**config.mk**
```make
export PLATFORM = sky130hd
export DESIGN_NAME = midi_rx_frontend
export DESIGN_NICKNAME = d
export VERILOG_FILES = /design/src/rtl/midi_pkg.sv /design/src/rtl/midi_uart_rx.sv /design/src/rtl/midi_rx_frontend.sv
export SDC_FILE = /design/constraint.sdc
export NUM_CORES = 1
export LEC_CHECK = 0
export BUFFER_PORTS_ARGS = -buffer_cell sky130_fd_sc_hd__buf_2
export CAP_MARGIN = 30
export CELL_PAD_IN_SITES_DETAIL_PLACEMENT = 1
export CELL_PAD_IN_SITES_GLOBAL_PLACEMENT = 2
export CORE_AREA = 2 2 161 163
export DETAILED_ROUTE_END_ITERATION = 16
export DIE_AREA = 0 0 163 165
export PLACE_DENSITY = 0.86
export SLEW_MARGIN = 20
export SYNTH_ARGS = -nofsm -noshare
export SYNTH_HDL_FRONTEND = slang
export SYNTH_SLANG_ARGS = --single-unit
```
**constraint.sdc**
```tcl
create_clock -name CLK100MHZ -period 3.55 [get_ports CLK100MHZ]
set_input_delay 0.5325 -clock CLK100MHZ [delete_from_list [all_inputs] [get_ports CLK100MHZ]]
set_output_delay 0.5325 -clock CLK100MHZ [all_outputs]
set_load 0.02 [all_outputs]
```
**src/rtl/midi_pkg.sv**
```systemverilog
// Shared constants, message type and helpers for the MIDI receive front end.
// Latency: none (declarations only).
// Backpressure: none (declarations only).
package midi_pkg;

  localparam int DEF_CLK_HZ   = 100000000;
  localparam int DEF_BAUD     = 31250;
  localparam int CLKS_PER_BIT = DEF_CLK_HZ / DEF_BAUD;

  // Channel-voice status classes (upper nibble of the status byte)
  localparam logic [3:0] NOTE_OFF = 4'h8;
  localparam logic [3:0] NOTE_ON  = 4'h9;
  localparam logic [3:0] POLY_AT  = 4'hA;
  localparam logic [3:0] CC       = 4'hB;
  localparam logic [3:0] PROG     = 4'hC;
  localparam logic [3:0] CHAN_AT  = 4'hD;
  localparam logic [3:0] PITCH    = 4'hE;

  // System common/exclusive and realtime byte ranges
  localparam logic [7:0] SYS_MIN = 8'hF0;
  localparam logic [7:0] RT_MIN  = 8'hF8;

  // Bit offsets of the fields inside the 32-bit message word
  localparam int MSG_STATUS_LSB = 16;
  localparam int MSG_DATA1_LSB  = 8;
  localparam int MSG_DATA2_LSB  = 0;

  typedef struct packed {
    logic [7:0] status;
    logic [7:0] data1;
    logic [7:0] data2;
  } msg_t;

  typedef enum logic [2:0] {
    WAIT_IDLE,
    IDLE,
    START,
    DATA,
    STOP
  } uart_state_t;

  // Number of data bytes that complete a message of the given status
  function automatic logic [1:0] data_count(input logic [7:0] status);
    logic [1:0] n;
    case (status[7:4])
      NOTE_OFF, NOTE_ON, POLY_AT, CC, PITCH: n = 2'd2;
      PROG, CHAN_AT:                         n = 2'd1;
      default:                               n = 2'd0;
    endcase
    return n;
  endfunction

  // Place a message into the CPU-visible word; the top byte stays zero
  function automatic logic [31:0] msg_word(input msg_t m);
    logic [31:0] w;
    w = '0;
    w[MSG_STATUS_LSB +: 8] = m.status;
    w[MSG_DATA1_LSB  +: 8] = m.data1;
    w[MSG_DATA2_LSB  +: 8] = m.data2;
    return w;
  endfunction

endpackage

```
**src/rtl/midi_uart_rx.sv**
```systemverilog
// 8N1 serial receiver: 2-FF input synchronizer plus start/data/stop FSM.
// Latency: byte strobe one cycle after the stop-bit sample (mid stop bit).
// Backpressure: none; the consumer must take each byte on its strobe.
module midi_uart_rx
  import midi_pkg::*;
#(
  parameter int BIT_CLKS = CLKS_PER_BIT
) (
  input  logic       CLK100MHZ,
  input  logic       reset,
  input  logic       midi_in,
  output logic [7:0] byte_data,
  output logic       byte_stb,
  output logic       frame_err
);

  localparam int              CW       = $clog2(BIT_CLKS + 1);
  localparam logic [CW-1:0]   LAST_CNT = CW'(BIT_CLKS - 1);
  localparam logic [CW-1:0]   HALF_CNT = CW'(BIT_CLKS / 2 - 1);

  logic [1:0]    sync;
  logic          rx;
  logic          rx_prev;
  uart_state_t   state, state_nxt;
  logic [CW-1:0] cnt, cnt_nxt;
  logic [2:0]    bit_idx, bit_idx_nxt;
  logic [7:0]    shreg, shreg_nxt;
  logic          stb_nxt;
  logic          err_nxt;

  assign rx        = sync[1];
  assign byte_data = shreg;

  // Bring the idle-high line into the clock domain and keep one cycle of history for edge detection
  always_ff @(posedge CLK100MHZ or posedge reset) begin
    if (reset) begin
      sync    <= 2'b11;
      rx_prev <= 1'b1;
    end else begin
      sync    <= {sync[0], midi_in};
      rx_prev <= rx;
    end
  end

  // FSM state and datapath registers
  always_ff @(posedge CLK100MHZ or posedge reset) begin
    if (reset) begin
      state     <= WAIT_IDLE;
      cnt       <= '0;
      bit_idx   <= '0;
      shreg     <= '0;
      byte_stb  <= 1'b0;
      frame_err <= 1'b0;
    end else begin
      state     <= state_nxt;
      cnt       <= cnt_nxt;
      bit_idx   <= bit_idx_nxt;
      shreg     <= shreg_nxt;
      byte_stb  <= stb_nxt;
      frame_err <= err_nxt;
    end
  end

  // Next-state and bit-timing logic
  always_comb begin
    state_nxt   = state;
    cnt_nxt     = cnt;
    bit_idx_nxt = bit_idx;
    shreg_nxt   = shreg;
    stb_nxt     = 1'b0;
    err_nxt     = 1'b0;
    case (state)
      // A full bit time of continuous high keeps us from locking onto the middle of a frame
      WAIT_IDLE: begin
        if (!rx) begin
          cnt_nxt = '0;
        end else if (cnt == LAST_CNT) begin
          cnt_nxt   = '0;
          state_nxt = IDLE;
        end else begin
          cnt_nxt = cnt + 1'b1;
        end
      end
      IDLE: begin
        cnt_nxt = '0;
        if (rx_prev && !rx) state_nxt = START;
      end
      // Re-check the start bit at its centre; a short low pulse is just noise
      START: begin
        if (cnt == HALF_CNT) begin
          cnt_nxt     = '0;
          bit_idx_nxt = '0;
          state_nxt   = rx ? IDLE : DATA;
        end else begin
          cnt_nxt = cnt + 1'b1;
        end
      end
      DATA: begin
        if (cnt == LAST_CNT) begin
          cnt_nxt   = '0;
          shreg_nxt = {rx, shreg[7:1]};
          if (bit_idx == 3'd7) state_nxt = STOP;
          else                 bit_idx_nxt = bit_idx + 1'b1;
        end else begin
          cnt_nxt = cnt + 1'b1;
        end
      end
      STOP: begin
        if (cnt == LAST_CNT) begin
          cnt_nxt = '0;
          if (rx) begin
            stb_nxt   = 1'b1;
            state_nxt = IDLE;
          end else begin
            err_nxt   = 1'b1;
            state_nxt = WAIT_IDLE;
          end
        end else begin
          cnt_nxt = cnt + 1'b1;
        end
      end
      default: begin
        cnt_nxt   = '0;
        state_nxt = WAIT_IDLE;
      end
    endcase
  end

endmodule

```
**src/rtl/midi_rx_frontend.sv**
```systemverilog
// MIDI input stage: UART, running-status message parser and a CPU-readable message FIFO.
// Latency: message pushed two cycles after the last stop-bit sample; pop 3-4 cycles after a toggle.
// Backpressure: none upstream; a message arriving with the FIFO full is dropped and flagged.
module midi_rx_frontend
  import midi_pkg::*;
#(
  parameter int CLK_HZ     = DEF_CLK_HZ,
  parameter int BAUD       = DEF_BAUD,
  parameter int FIFO_DEPTH = 8
) (
  input  logic                          CLK100MHZ,
  input  logic                          reset,
  input  logic                          midi_in,
  input  logic                          rd_toggle,
  output logic [31:0]                   msg_data,
  output logic                          msg_valid,
  output logic [$clog2(FIFO_DEPTH):0]   fifo_count,
  output logic                          overflow,
  output logic                          framing_err
);

  localparam int               BIT_CLKS = CLK_HZ / BAUD;
  localparam int               PW       = $clog2(FIFO_DEPTH);
  localparam int               CNTW     = PW + 1;
  localparam logic [CNTW-1:0]  FULL_CNT = CNTW'(FIFO_DEPTH);

  logic [7:0]    byte_data;
  logic          byte_stb;
  logic          frame_err;

  logic [2:0]    tg;
  logic          pop;

  logic [7:0]    run_status;
  logic          rs_valid;
  logic          data_idx;
  logic [7:0]    data1_q;
  logic          push_vld;
  msg_t          push_msg;

  msg_t          mem [FIFO_DEPTH];
  logic [PW-1:0] wr_ptr;
  logic [PW-1:0] rd_ptr;
  logic          empty;
  logic          full;
  logic          do_pop;
  logic          do_push;

  midi_uart_rx #(
    .BIT_CLKS (BIT_CLKS)
  ) u_uart (
    .CLK100MHZ (CLK100MHZ),
    .reset     (reset),
    .midi_in   (midi_in),
    .byte_data (byte_data),
    .byte_stb  (byte_stb),
    .frame_err (frame_err)
  );

  // Note-on with zero velocity is delivered as a note-off so software sees one form
  function automatic msg_t make_msg(input logic [7:0] st, input logic [7:0] d1, input logic [7:0] d2);
    msg_t m;
    m.status = st;
    m.data1  = d1;
    m.data2  = d2;
    if (st[7:4] == NOTE_ON && d2 == 8'h00) m.status = {NOTE_OFF, st[3:0]};
    return m;
  endfunction

  // Toggle-to-pulse: each level change of the CPU request becomes a single pop cycle
  always_ff @(posedge CLK100MHZ or posedge reset) begin
    if (reset) tg <= 3'b000;
    else       tg <= {tg[1:0], rd_toggle};
  end

  assign pop = tg[1] ^ tg[2];

  // Running-status parser; realtime bytes pass through without disturbing a message in progress
  always_ff @(posedge CLK100MHZ or posedge reset) begin
    if (reset) begin
      run_status <= '0;
      rs_valid   <= 1'b0;
      data_idx   <= 1'b0;
      data1_q    <= '0;
      push_vld   <= 1'b0;
      push_msg   <= '0;
    end else begin
      push_vld <= 1'b0;
      if (byte_stb && byte_data < RT_MIN) begin
        if (byte_data >= SYS_MIN) begin
          rs_valid <= 1'b0;
          data_idx <= 1'b0;
        end else if (byte_data[7]) begin
          run_status <= byte_data;
          rs_valid   <= 1'b1;
          data_idx   <= 1'b0;
        end else if (rs_valid) begin
          if (!data_idx && data_count(run_status) == 2'd1) begin
            push_vld <= 1'b1;
            push_msg <= make_msg(run_status, byte_data, 8'h00);
          end else if (!data_idx) begin
            data1_q  <= byte_data;
            data_idx <= 1'b1;
          end else begin
            push_vld <= 1'b1;
            push_msg <= make_msg(run_status, data1_q, byte_data);
            data_idx <= 1'b0;
          end
        end
      end
    end
  end

  assign empty   = (fifo_count == '0);
  assign full    = (fifo_count == FULL_CNT);
  assign do_pop  = pop && !empty;
  // When full, a same-cycle pop frees the slot the push needs
  assign do_push = push_vld && (!full || do_pop);

  // Message storage; contents are only visible through the occupancy-gated head
  always_ff @(posedge CLK100MHZ) begin
    if (do_push) mem[wr_ptr] <= push_msg;
  end

  // FIFO pointers, occupancy and sticky error flags
  always_ff @(posedge CLK100MHZ or posedge reset) begin
    if (reset) begin
      wr_ptr      <= '0;
      rd_ptr      <= '0;
      fifo_count  <= '0;
      overflow    <= 1'b0;
      framing_err <= 1'b0;
    end else begin
      if (do_push) wr_ptr <= wr_ptr + 1'b1;
      if (do_pop)  rd_ptr <= rd_ptr + 1'b1;
      case ({do_push, do_pop})
        2'b10:   fifo_count <= fifo_count + 1'b1;
        2'b01:   fifo_count <= fifo_count - 1'b1;
        default: fifo_count <= fifo_count;
      endcase
      if (push_vld && !do_push) overflow <= 1'b1;
      if (frame_err)            framing_err <= 1'b1;
    end
  end

  assign msg_valid = !empty;
  assign msg_data  = empty ? 32'h0 : msg_word(mem[rd_ptr]);

endmodule
```
==> reports/qor.yml <==
status: "finished clean"
intPower_mw: 4.880
clkTransAtPathRegs_ps: 60
holdCritPathClass: "in -> reg"
hpwl_um: 13190
synth-seq-area-share: 0.7099
via_per_inst: 5.351
dieArea_um2: 26900
wl_per_cell_um: 21.25
p_switching_mw: 1.166
grt_max_degree: 47
cts_setup_buffers: 0
worst_pin_slew_ps: 922.5
power_frac_comb: 0.008
fp.dieH_um: 165
drv_cap: 0
endpoint_kind: "output port"
synth_area_um2: 10480
htree_levels: 1
die-width_um: 163
synthTopCellsByArea: "edfxtp_1 50%, dfrtp_1 20%, mux4_2 9.5%"
diodes: 0
track_usage: 0.1678
hold_viol: 0
wl_um: 21650
numCtsBuffers: 28
slew_viol_final: 0
setup_viol: 0
ys_top_cells_by_count: "176 x edfxtp_1, 83 x dfrtp_1, 47 x nor2_1"
synth-edff-count: 176
async_reset_ff_frac: 0.3282
critPathLaunchType: "register"
cts_buffer_depth: 3
fillCellCount: 2419
period_needed_ps: 3044
clock-sinks: 262
rows: 58
ys_ff_latch: 262
p_per_area_nw_per_um2: 504.7
io_pins: 43
ys.warnings.count: 0
finClkSkew_ps: 5.900
synth.top_cell.area_share: 0.5042
grt_pass1_wl_um: 34630
cts_tree: "built"
nets: 679
power_frac_seq: 0.537
tns_ps: 0
drive_gt1_frac: 0.2554
worst_hold_slack_ps: 104.9
critPathKind: "reg -> out"
drc: 0
synth_cell_type_count: 48
fmax_ghz: 0.3285
slew_headroom: 0.3850
initial_utilization: 0.4186
core_area_um2: 25040
grt_pass1_vias: 6108
netSwitchingFraction: 0.1929
cts_root_buffer: "clkbuf_16"
syn_to_final_growth_pct: 14.30
synth_top_cell_by_area: "edfxtp_1"
avgSynthCellArea_um2: 17.04
p_total_mw: 6.046
worst_slack_ps: 506.0
gp_congestion: 0.7137
seqCellArea_um2: 7442
critPathMaxFanout: 14
p_clk_frac: 0.456
p_leak_nw: 4.001
fin_crit_sh: 0.8575
synth.most_common_cell: "edfxtp_1"
portBuffers: 32
grt-ovfl-total: 0
synthFlopType: "edfxtp_1"
drt_pre_antenna_iters: 4
cp.arrival_ps: 2510
ir_drop_mv: 0.3177
post-place-ws_ps: 1014
grt_setup_unrepaired: "false"
ant_nets: 0
clk_latency_ps: 530
required_ps: 3020
num_vias: 5453
netlist_instances: 615
multiInputGateArea_um2: 2900
ctsResizeCount: 0
antenna_found_initial: 0
first_iter_violations: 377
cts_hold_buf: 0
==> stage by stage <==
step / instance area [um2] / utilization / std cells
global route: 11980 / 0.4785 / 1019
detailed placement: 11100 / 0.4435 / 967
CTS: 11980 / 0.4785 / 1019
global placement: 11100 / 0.4435 / 967
finish: 11980 / 0.4785 / 1019
floorplan: 10520 / - / 624
==> power by group through the flow <==
stage | Sequential [mW] | Combinational [mW] | Clock (mW)
6_report | 3.24 | 0.0462 | 2.76
5_1_grt | 3.24 | 0.0530 | 2.94
4_1_cts | 3.24 | 0.0484 | 2.82
3_5_place_dp | 3.31 | 0.0475 | 0
3_3_place_gp | 3.30 | 0.0452 | 0
2_1_floorplan | 3.30 | 0.0423 | 0
==> flip-flops by register name, indices dropped and copies added (netlist names), 2 cells and up <==
register,flops
mem,176
push_msg,22
u_uart.cnt,12
run_status,8
u_uart.byte_data,8
data1_q,7
fifo_count,4
rd_ptr,3
tg,3
u_uart.bit_idx,3
u_uart.state,3
wr_ptr,3
u_uart.sync,2
==> worst max-delay path: stages, from the launching register on <==
cell,delay (ps)
dfrtp_2,600
buf_4,400
mux4_2,550
mux2i_1,200
nor2_1,70
buf_2,170
==> metal layers <==
layer	global-route usage	share of wire	vias up	routed length [um]
met5	0	0	-	0
met3	0.02486	0.047	30	1008
li1	-	-	2429	-
met2	0.2968	0.52	145	11180
met4	0.04425	0.017	0	359
met1	0.2180	0.42	2849	9101
==> logic make-up after synthesis <==
kind of cell,share of synthesized area
AO/OA/AOI/OAI,0.02973
XOR/XNOR,0.01421
AND/OR/NAND/NOR,0.06184
buffers and inverters,0.02065
flip-flops,0.7099
other,0.0003578
adder cells (fa/ha/maj),0.01027
multiplexers,0.1530
==> placed cells by master (no fill, tap or decap), types with 15 or more instances in the layout <==
cell and n:
dfrtp_1 82, nor2_1 44, o21ai_0 15, nand2_1 45, mux4_2 44, mux2i_1 32, clkbuf_16 29, edfxtp_1 176
buf_2 32, mux2_2 25
==> path summary, 6_finish.rpt <==
check	end	slack [ps]	startpoint	cells past startpoint
min reg2reg	u_uart.sync[1]	350	u_uart.sync[0]	0
max reg2reg	u_uart.cnt[5]	990	u_uart.cnt[8]	5
max in group asynchronous	push_msg[22]	2690	reset	3
min in group asynchronous	overflow	130	reset	2
min	u_uart.sync[0]	100	midi_in	1
max	msg_data[5]	510	rd_ptr[0]	5
==> cell type report <==
class                   instances  area share
clock buffers                  36     0.06277
clock inverters                16     0.01044
inverters                      11    0.003551
multi-input cells             316      0.2421
flip-flops and latches        262      0.6212
well taps                     330     0.03446
repair buffers                 48     0.02548
Note: power is estimated with default switching activity, not from simulation.
